[src/rtl/inst_fetch_pkg.sv]
// Shared types and helpers for the instruction fetch stage.
// The alignment check is kept here so the data-side fetch can reuse it.
package inst_fetch_pkg;

  localparam int ADDR_W = 32;
  localparam int INST_W = 32;

  typedef enum logic [1:0] {
    S_IDLE = 2'd0,
    S_REQ  = 2'd1,
    S_RESP = 2'd2
  } fetch_state_t;

  function automatic logic addr_aligned(input logic [1:0] lsb);
    return (lsb == 2'b00);
  endfunction

endpackage

[src/rtl/inst_fetch_if.sv]
// Signals between the fetch stage and its PC stage, decode stage and instruction memory.
interface inst_fetch_if;
  import inst_fetch_pkg::*;

  logic              pc_valid;
  logic [ADDR_W-1:0] pc_addr;
  logic              fetch_stall;
  logic              flush;
  logic              id_stall;
  logic              inst_req;
  logic [ADDR_W-1:0] inst_addr;
  logic              inst_addr_ok;
  logic              inst_data_ok;
  logic [INST_W-1:0] inst_rdata;
  logic              id_valid;
  logic [ADDR_W-1:0] id_pc;
  logic [INST_W-1:0] id_inst;
  logic              id_adel;

  modport slave (
    input  pc_valid, pc_addr, flush, id_stall, inst_addr_ok, inst_data_ok, inst_rdata,
    output fetch_stall, inst_req, inst_addr, id_valid, id_pc, id_inst, id_adel
  );

  modport master (
    output pc_valid, pc_addr, flush, id_stall, inst_addr_ok, inst_data_ok, inst_rdata,
    input  fetch_stall, inst_req, inst_addr, id_valid, id_pc, id_inst, id_adel
  );

endinterface

[src/rtl/inst_fetch_slot.sv]
// One-entry output register toward decode.
// Priority on the valid bit: flush, then load, then consume.
module inst_fetch_slot
  import inst_fetch_pkg::*;
(
  input  logic              clk,
  input  logic              rst_n,
  input  logic              i_flush,
  input  logic              i_stall,
  input  logic              i_load,
  input  logic [ADDR_W-1:0] i_pc,
  input  logic [INST_W-1:0] i_inst,
  input  logic              i_adel,
  output logic              o_valid,
  output logic [ADDR_W-1:0] o_pc,
  output logic [INST_W-1:0] o_inst,
  output logic              o_adel
);

  logic              r_valid;
  logic [ADDR_W-1:0] r_pc;
  logic [INST_W-1:0] r_inst;
  logic              r_adel;

  always_ff @(posedge clk or negedge rst_n) begin
    if (!rst_n) begin
      r_valid <= 1'b0;
      r_pc    <= '0;
      r_inst  <= '0;
      r_adel  <= 1'b0;
    end else begin
      if (i_flush)      r_valid <= 1'b0;
      else if (i_load)  r_valid <= 1'b1;
      else if (!i_stall) r_valid <= 1'b0;

      if (i_load && !i_flush) begin
        r_pc   <= i_pc;
        r_inst <= i_inst;
        r_adel <= i_adel;
      end
    end
  end

  assign o_valid = r_valid;
  assign o_pc    = r_pc;
  assign o_inst  = r_inst;
  assign o_adel  = r_adel;

endmodule

[src/rtl/inst_fetch.sv]
// Fetch stage: takes PCs from the PC stage, runs one outstanding memory
// transaction at a time, and parks each result in a one-entry slot for decode.
module inst_fetch
  import inst_fetch_pkg::*;
(
  input  logic         clk,
  input  logic         rst_n,
  inst_fetch_if.slave  bus
);

  fetch_state_t      r_state, w_state_nxt;
  logic              r_inst_req, w_inst_req_nxt;
  logic [ADDR_W-1:0] r_inst_addr, w_inst_addr_nxt;
  logic              r_discard, w_discard_nxt;

  logic              w_id_valid;
  logic              w_slot_free;
  logic              w_accept;
  logic              w_load;
  logic [ADDR_W-1:0] w_load_pc;
  logic [INST_W-1:0] w_load_inst;
  logic              w_load_adel;

  assign w_slot_free = !w_id_valid || !bus.id_stall;
  assign w_accept    = (r_state == S_IDLE) && bus.pc_valid && !bus.flush && w_slot_free;

  always_ff @(posedge clk or negedge rst_n) begin
    if (!rst_n) begin
      r_state     <= S_IDLE;
      r_inst_req  <= 1'b0;
      r_inst_addr <= '0;
      r_discard   <= 1'b0;
    end else begin
      r_state     <= w_state_nxt;
      r_inst_req  <= w_inst_req_nxt;
      r_inst_addr <= w_inst_addr_nxt;
      r_discard   <= w_discard_nxt;
    end
  end

  always_comb begin
    w_state_nxt     = r_state;
    w_inst_req_nxt  = r_inst_req;
    w_inst_addr_nxt = r_inst_addr;
    w_discard_nxt   = r_discard;
    w_load          = 1'b0;
    w_load_pc       = r_inst_addr;
    w_load_inst     = bus.inst_rdata;
    w_load_adel     = 1'b0;

    case (r_state)
      S_IDLE: begin
        if (w_accept) begin
          // Misaligned PCs never reach memory; the error rides the slot instead.
          if (!addr_aligned(bus.pc_addr[1:0])) begin
            w_load      = 1'b1;
            w_load_pc   = bus.pc_addr;
            w_load_inst = '0;
            w_load_adel = 1'b1;
          end else begin
            w_inst_addr_nxt = bus.pc_addr;
            w_inst_req_nxt  = 1'b1;
            w_state_nxt     = S_REQ;
          end
        end
      end
      S_REQ: begin
        // The request stays up through a flush; only its response is dropped.
        if (bus.inst_addr_ok) begin
          w_inst_req_nxt = 1'b0;
          w_state_nxt    = S_RESP;
        end
        if (bus.flush) w_discard_nxt = 1'b1;
      end
      S_RESP: begin
        if (bus.inst_data_ok) begin
          w_state_nxt   = S_IDLE;
          w_discard_nxt = 1'b0;
          if (!r_discard && !bus.flush) w_load = 1'b1;
        end else if (bus.flush) begin
          w_discard_nxt = 1'b1;
        end
      end
      default: w_state_nxt = S_IDLE;
    endcase
  end

  inst_fetch_slot u_slot (
    .clk     (clk),
    .rst_n   (rst_n),
    .i_flush (bus.flush),
    .i_stall (bus.id_stall),
    .i_load  (w_load),
    .i_pc    (w_load_pc),
    .i_inst  (w_load_inst),
    .i_adel  (w_load_adel),
    .o_valid (w_id_valid),
    .o_pc    (bus.id_pc),
    .o_inst  (bus.id_inst),
    .o_adel  (bus.id_adel)
  );

  assign bus.id_valid    = w_id_valid;
  assign bus.fetch_stall = !bus.flush && !((r_state == S_IDLE) && w_slot_free);
  assign bus.inst_req    = r_inst_req;
  assign bus.inst_addr   = r_inst_addr;

  a_data_ok_in_resp: assert property (@(posedge clk) disable iff (!rst_n)
    bus.inst_data_ok |-> (r_state == S_RESP));
  a_addr_ok_in_req: assert property (@(posedge clk) disable iff (!rst_n)
    bus.inst_addr_ok |-> (r_state == S_REQ));

endmodule

[src/flat_wrapper.sv]
// flat-port wrapper written by rule: the top's interface ports become plain ports
module inst_fetch_flat import inst_fetch_pkg::*;
  (clk, rst_n, bus_pc_valid, bus_pc_addr, bus_flush, bus_id_stall, bus_inst_addr_ok, bus_inst_data_ok, bus_inst_rdata, bus_fetch_stall, bus_inst_req, bus_inst_addr, bus_id_valid, bus_id_pc, bus_id_inst, bus_id_adel);
  inst_fetch_if bus_i ();
  input  logic clk;
  input  logic rst_n;
  input wire logic [$bits(bus_i.pc_valid)-1:0] bus_pc_valid;
  input wire logic [$bits(bus_i.pc_addr)-1:0] bus_pc_addr;
  input wire logic [$bits(bus_i.flush)-1:0] bus_flush;
  input wire logic [$bits(bus_i.id_stall)-1:0] bus_id_stall;
  input wire logic [$bits(bus_i.inst_addr_ok)-1:0] bus_inst_addr_ok;
  input wire logic [$bits(bus_i.inst_data_ok)-1:0] bus_inst_data_ok;
  input wire logic [$bits(bus_i.inst_rdata)-1:0] bus_inst_rdata;
  output wire logic [$bits(bus_i.fetch_stall)-1:0] bus_fetch_stall;
  output wire logic [$bits(bus_i.inst_req)-1:0] bus_inst_req;
  output wire logic [$bits(bus_i.inst_addr)-1:0] bus_inst_addr;
  output wire logic [$bits(bus_i.id_valid)-1:0] bus_id_valid;
  output wire logic [$bits(bus_i.id_pc)-1:0] bus_id_pc;
  output wire logic [$bits(bus_i.id_inst)-1:0] bus_id_inst;
  output wire logic [$bits(bus_i.id_adel)-1:0] bus_id_adel;
  assign bus_i.pc_valid = bus_pc_valid;
  assign bus_i.pc_addr = bus_pc_addr;
  assign bus_i.flush = bus_flush;
  assign bus_i.id_stall = bus_id_stall;
  assign bus_i.inst_addr_ok = bus_inst_addr_ok;
  assign bus_i.inst_data_ok = bus_inst_data_ok;
  assign bus_i.inst_rdata = bus_inst_rdata;
  assign bus_fetch_stall = bus_i.fetch_stall;
  assign bus_inst_req = bus_i.inst_req;
  assign bus_inst_addr = bus_i.inst_addr;
  assign bus_id_valid = bus_i.id_valid;
  assign bus_id_pc = bus_i.id_pc;
  assign bus_id_inst = bus_i.id_inst;
  assign bus_id_adel = bus_i.id_adel;
  inst_fetch u_core (.clk(clk), .rst_n(rst_n), .bus(bus_i));
endmodule
[config.mk]
export PLATFORM = sky130hd
export DESIGN_NAME = inst_fetch_flat
export DESIGN_NICKNAME = d
export VERILOG_FILES = /design/src/rtl/inst_fetch_pkg.sv /design/src/rtl/inst_fetch_if.sv /design/src/rtl/inst_fetch_slot.sv /design/src/rtl/inst_fetch.sv /design/src/flat_wrapper.sv
export SDC_FILE = /design/constraint.sdc
export NUM_CORES = 1
export LEC_CHECK = 0
export ABC_CLOCK_PERIOD_IN_PS = 2500
export BUFFER_PORTS_ARGS = -buffer_cell sky130_fd_sc_hd__clkbuf_2
export CORE_ASPECT_RATIO = 1.2
export CORE_MARGIN = 2
export CORE_UTILIZATION = 45
export DETAILED_ROUTE_END_ITERATION = 6
export GPL_ROUTABILITY_DRIVEN = 0
export GPL_TIMING_DRIVEN = 0
export PLACE_DENSITY = 0.84
export SLEW_MARGIN = 30
export SYNTH_ARGS = -nofsm -noshare
export SYNTH_HDL_FRONTEND = slang
export SYNTH_SLANG_ARGS = --single-unit
[constraint.sdc]
create_clock -name clk -period 2.5 [get_ports clk]
set_input_delay 0.125 -clock clk [delete_from_list [all_inputs] [get_ports clk]]
set_output_delay 0.125 -clock clk [all_outputs]
set_load 0.01 [all_outputs]
# [Word-level counts from Yosys, hierarchy flattened]
# Cells that the tools add are included.
[word_totals] in_bits=71 output_inout_bits=100 register_bits=102 word_cells=62
[classes] n_reduce_logical=20 mux=27 eq_ne=7
[ops] operator="32-bit two-way mux" n=6
[ops] operator="1-bit two-way mux" n=13
[ops] operator="2-bit two-way mux" n=4
[ops] operator="4-bit AND reduction" n=2
[ops] operator="1-bit logical AND" n=7
[ops] operator="2-bit != test, second input constant" n=3
[ops] operator="1-bit case mux with 2 select lines" n=3
[ops] operator="2-bit case mux with 3 select lines" n=1
[ops] operator="1-bit zero test" n=5
[ops] operator="2-bit zero test" n=2
[ops] operator="2-bit nonzero test" n=2
[ops] operator="3-bit by 2-bit != test with 1-bit output, second input constant" n=1
[ops] operator="3-bit AND reduction" n=1
[ops] operator="2-bit by 1-bit equality test with 1-bit output, second input constant" n=1
[ops] operator="2-bit equality test, second input constant" n=1
[ops] operator="2-bit by 1-bit != test with 1-bit output, second input constant" n=1
[ops] operator="1-bit logical OR" n=1

# [Longest topological paths before layout]
[depth] ltp_word=8 ltp_mapped=9 depth_no_buf=6

# [Hierarchy]
# Synthesis repeated with hierarchy kept, for this count alone.
[unflattened] hier_cells=314 area_unflattened_um2=4906.0
[modules_own_cells] mod="inst_fetch_slot" seq_area_each_um2=1651.6 area_per_inst_um2=2721.4 instances=1 cells_per_inst=141
[modules_own_cells] mod="inst_fetch" seq_area_each_um2=900.9 area_per_inst_um2=2184.6 instances=1 cells_per_inst=173

# [Least setup slack after synthesis]
# Ideal clock, no wire load.
[synth_timing] path_kind="flip-flop to flip-flop" startpoint="register u_core.r_state[0]" endpoint="register u_core.u_slot.r_pc[0], in the netlist u_core.u_slot.o_pc[0]" slack_ns=0.377 synth_period_minus_slack_ns=2.123 path_stages_with_launch=10 setup_time_ns=0.127 n_path_buf=3 arrival_time_ns=1.995 required_time_ns=2.373 path_cell_list="dfrtp_1 > inv_1 > ha_1 > a21boi_2 > nand3b_1 > buf_4 > a211oi_4 > buf_6 > buf_12 > mux2_1"
[synth_between] elab_chain_cells=7 elab_cells_between_ends=10 classes_between="eq/ne (1); mux (4); reduce/logical (5)"
[synth_lines] item="start, declared" line="inst_fetch.sv:11" text="fetch_state_t r_state, w_state_nxt;"
[synth_lines] item="start signal, assigned" line="inst_fetch.sv:34" text="r_state <= w_state_nxt;"
[synth_lines] item="2-bit zero test" line="inst_fetch.sv:25, inst_fetch.sv:51"
[synth_lines] item="1-bit logical AND (3 in a row)" line="inst_fetch.sv:25" text="assign w_accept = (r_state == S_IDLE) && bus.pc_valid && !bus.flush && w_slot_free;"
[synth_lines] item="1-bit two-way mux" line="inst_fetch.sv:53" text="if (w_accept) begin"
[synth_lines] item="1-bit case mux with 2 select lines" line="inst_fetch.sv:51" text="case (r_state)"
[synth_lines] item="1-bit logical AND" line="inst_fetch_slot.sv:36" text="if (i_load && !i_flush) begin"
[synth_lines] item="end signal, assigned" line="inst_fetch_slot.sv:37" text="r_pc <= i_pc;"
[synth_lines] item="end, declared" line="inst_fetch_slot.sv:21" text="logic [ADDR_W-1:0] r_pc;"
# Several ways; a longest one is shown, not always the timed one.
# A chain may end at the register's enable or synchronous reset.

# [Worst setup path in the final report]
[layout_timing] startpoint="register u_core.r_state[1]" endpoint="register u_core.u_slot.r_pc[1], in the netlist u_core.u_slot.o_pc[1]"
# Same word-level chain as after synthesis.

==> impl_metrics.env <==
export IMPL_die_y_um=114
export IMPL_status="complete, no violations"
export IMPL_r2r_cells=9
export IMPL_grt_pass1_vias=3313
export IMPL_ys_ff_latch=102
export IMPL_diodes=0
export IMPL_wl_mm=9.97
export IMPL_cp_cell_sequence="inv_1 > ha_1 > a21boi_4 > nand3b_1 > buf_4 > a211oi_4 > buf_6 > buf_12 > mux2_1"
export IMPL_p_sw_share_pct=33.2
export IMPL_maxCapViolCount=0
export IMPL_row_count=40
export IMPL_cts_setup_buffers=0
export IMPL_hold_path_end="u_core.u_slot.o_inst[19]"
export IMPL_hold_violations=0
export IMPL_tns_ns=0
export IMPL_clkTransAtPathRegs_ns=0.07
export IMPL_grt_overflow_total=0
export IMPL_netlist_area_mm2=0.00457
export IMPL_synth_edf_count=0
export IMPL_vias=3161
export IMPL_antenna_found_initial=0
export IMPL_ys_top_cells_by_area="dfrtp_1, mux2_2, mux2i_1"
export IMPL_drt_initial_drc_count=84
export IMPL_regArea_mm2=0.00255
export IMPL_numCtsBuffers=9
export IMPL_via_per_inst=4.79
export IMPL_nNetsFinal=604
export IMPL_rrSetupSlack_ns=0.14
export IMPL_maxSlewHeadroom_pct=71.4
export IMPL_crit_fanout=10
export IMPL_start_util_pct=45.9
export IMPL_power_frac_comb_pct=37.4
export IMPL_io_pins=171
export IMPL_root_buffer="clkbuf_16"
export IMPL_period_needed_ns=2.36
export IMPL_clk_latency_ns=0.33
export IMPL_critical_path_required_ns=2.71
export IMPL_slowest_delay_ns=0.40
export IMPL_synth_nets=420
export IMPL_nFillCells=832
export IMPL_whs_path_depth=3
export IMPL_cellLeakagePower_nw=3.15
export IMPL_rsz0062_at_grt="no"
export IMPL_core_area_mm2=0.00996
export IMPL_drv_slew=0
export IMPL_cp_slowest_cell="dfrtp_1"
export IMPL_postSynthAreaPerCell_um2=13.3
export IMPL_worstSetupStartpointType="flop"
export IMPL_setup_viol=0
export IMPL_synth_top_area_cell="dfrtp_1"
export IMPL_critPathArrivalTime_ns=2.57
export IMPL_path_buf_inv=4
export IMPL_detail_route_antenna_nets=0
export IMPL_post_drt_wl_per_cell_um=15.1
export IMPL_dieArea_mm2=0.0110
export IMPL_clock_path_buffers=2
export IMPL_critPathKind="flop to flop"
export IMPL_fin_crit_sh_pct=94.4
export IMPL_vdd_drop_max_uv=594
export IMPL_syn_inst=345
export IMPL_r2r_end="u_core.u_slot.o_pc[1]"
export IMPL_timing_hold_worst_start="bus_inst_rdata[19]"
export IMPL_yosysTopAreaCellShare_pct=55.8
export IMPL_hp_class="primary input to flop"
export IMPL_grtUsageTotal_pct=18.8
export IMPL_synthArstFlopShare_pct=100
export IMPL_synth_cell_types=27
export IMPL_yosysWarnings=0
export IMPL_grt_max_degree=75
export IMPL_syn2layout_area_growth_pct=29.8
export IMPL_crit_family="buffers and inverters"
export IMPL_fp_dieW_um=96.0
export IMPL_internal_power_mw=4.41
export IMPL_multiInputGateArea_mm2=0.00176
export IMPL_cts_tree="yes"
export IMPL_finClkSkew_ns=0.00812
export IMPL_ys_seq_area_share_pct=55.8
export IMPL_p_per_area_mw_per_mm2=1110
export IMPL_drt_first_pass_iters=4
export IMPL_pwr_share_seq_pct=41.8
export IMPL_max_freq_mhz=424
export IMPL_drc=0
export IMPL_synthFlopType="dfrtp_1"
export IMPL_worstReg2RegStart="u_core.r_state[1]"
export IMPL_io_buffers=170
export IMPL_cts_htree_levels=3
export IMPL_power_switching_mw=2.19
export IMPL_cts_sinks=102
export IMPL_tightest_slew_ns=0.430
export IMPL_grt_pass1_wl_mm=16.0
export IMPL_utilization_pct=59.6
export IMPL_clockPowerShare_pct=20.8
export IMPL_cp_end_kind="flop"
export IMPL_drive_gt1_share_pct=55.2
export IMPL_dp_final_hpwl_mm=7.57
[power by group through the flow]
stage	Clock [mW]	Combinational (mW)	Sequential (mW)
CTS	1.41	2.50	2.77
floorplan	0	1.15	3.05
global placement	0	2.39	2.73
finish	1.37	2.47	2.76
global route	1.47	2.74	2.86
detailed placement	0	2.49	2.79
[cells in the final DEF, fill, tap and decap left out, drive strengths merged]
| cell type | Yosys | final |
|---|---|---|
| mux2 | 94 | 94 |
| a31oi | 1 | 1 |
| clkinvlp | 0 | 1 |
| inv | 37 | 38 |
| a21boi | 1 | 1 |
| a211oi | 1 | 1 |
| nor2b | 2 | 2 |
| nor2 | 3 | 3 |
| dfrtp | 102 | 102 |
| a221o | 1 | 1 |
| bufinv | 0 | 1 |
| a22o | 3 | 3 |
| ha | 4 | 4 |
| nand3 | 3 | 3 |
| o21ai | 1 | 1 |
| clkinv | 0 | 3 |
| o21bai | 1 | 1 |
| and2 | 3 | 3 |
| buf | 14 | 15 |
| nand2 | 35 | 35 |
| clkbuf | 3 | 183 |
| a21oi | 1 | 1 |
| dlygate4sd3 | 0 | 2 |
| mux2i | 33 | 33 |
| nand3b | 2 | 2 |
[worst max-delay path by stage]
stage / start / to / slack [ns] / cells past startpoint
final: u_core.r_state[1] / u_core.u_slot.o_pc[1] / 0.14 / 9
after global routing: u_core.r_state[1] / u_core.u_slot.o_pc[0] / 0.02 / 9
after CTS: u_core.r_state[0] / u_core.u_slot.o_pc[1] / 0.10 / 9
after detailed placement: u_core.r_state[0] / u_core.u_slot.o_pc[1] / 0.12 / 9
after global placement: rst_n / u_core.u_slot.o_inst[11] / 0.05 / 1
after floorplan: u_core.r_state[0] / u_core.u_slot.o_pc[0] / 0.38 / 9
[final cells by class]
cell class / instances / share of cell area [%]
Sequential cell: 102 / 43.0
Clock inverter: 6 / 1.03
Multi-Input combinational cell: 189 / 29.6
Tap cell: 126 / 2.66
Timing Repair Buffer: 173 / 15.3
Buffer: 17 / 2.17
Inverter: 37 / 2.34
Clock buffer: 10 / 3.86
[per-layer routing]
layer | part of all wire, % | GRT usage [%] | wire length [um] | vias up
met5 | 0 | 0 | 0 | -
met4 | 0.72 | 4.86 | 72 | 0
met3 | 8.7 | 6.45 | 871 | 5
met2 | 49 | 31.4 | 4880 | 115
met1 | 42 | 23.2 | 4140 | 1524
li1 | - | - | - | 1517
[kinds of logic after synthesis]
| logic type | share of synthesized area (%) |
|---|---|
| AO/OA/AOI/OAI | 2.00 |
| adder cells (fa/ha/maj) | 1.09 |
| buffers and inverters | 5.86 |
| flip-flops | 55.8 |
| multiplexers | 30.7 |
| AND/OR/NAND/NOR | 4.52 |
[through the flow]
stage	setup WS [ns]	instances	power (mW)	hold WS, ns	cell area, um2
2_1_floorplan	0.377	345	4.20	-0.171	4570
3_3_place_gp	0.0510	641	5.11	0.353	5580
3_5_place_dp	0.122	642	5.28	0.0355	5620
4_1_cts	0.104	660	6.68	0.00117	5930
5_1_grt	0.0190	660	7.07	0.0152	5930
6_report	0.139	660	6.60	0.0139	5930
[worst min-delay path, cell delays in order]
cell      delay (ns)
clkbuf_2        0.08
nand2_1         0.04
mux2i_1         0.06
[cell usage after synthesis (2+ instances only)]
cell / number
nor2_1: 3
buf_6: 4
mux2_4: 4
dfrtp_1: 102
nand2_1: 35
a22o_1: 3
buf_2: 6
mux2_2: 88
mux2i_1: 33
mux2_1: 2
nand3b_1: 2
nand3_1: 3
ha_1: 4
inv_1: 37
buf_4: 3
and2_1: 3
clkbuf_1: 3
[state kept, by name (all words and copies together) (netlist names)]
name,count
u_core.r_state,2
u_core.bus.inst_addr,32
u_core.u_slot.o_valid,1
u_core.u_slot.o_pc,32
u_core.u_slot.o_inst,32
u_core.bus.inst_req,1
u_core.r_discard,1
u_core.u_slot.o_adel,1
[repair_timing]
action	in CTS	in global routing
hold buffers	2	0
setup endpoints to repair	0	2
gates resized for setup	0	1
endpoints found under the hold margin	29	0
Power figures use the tool's default switching activity.
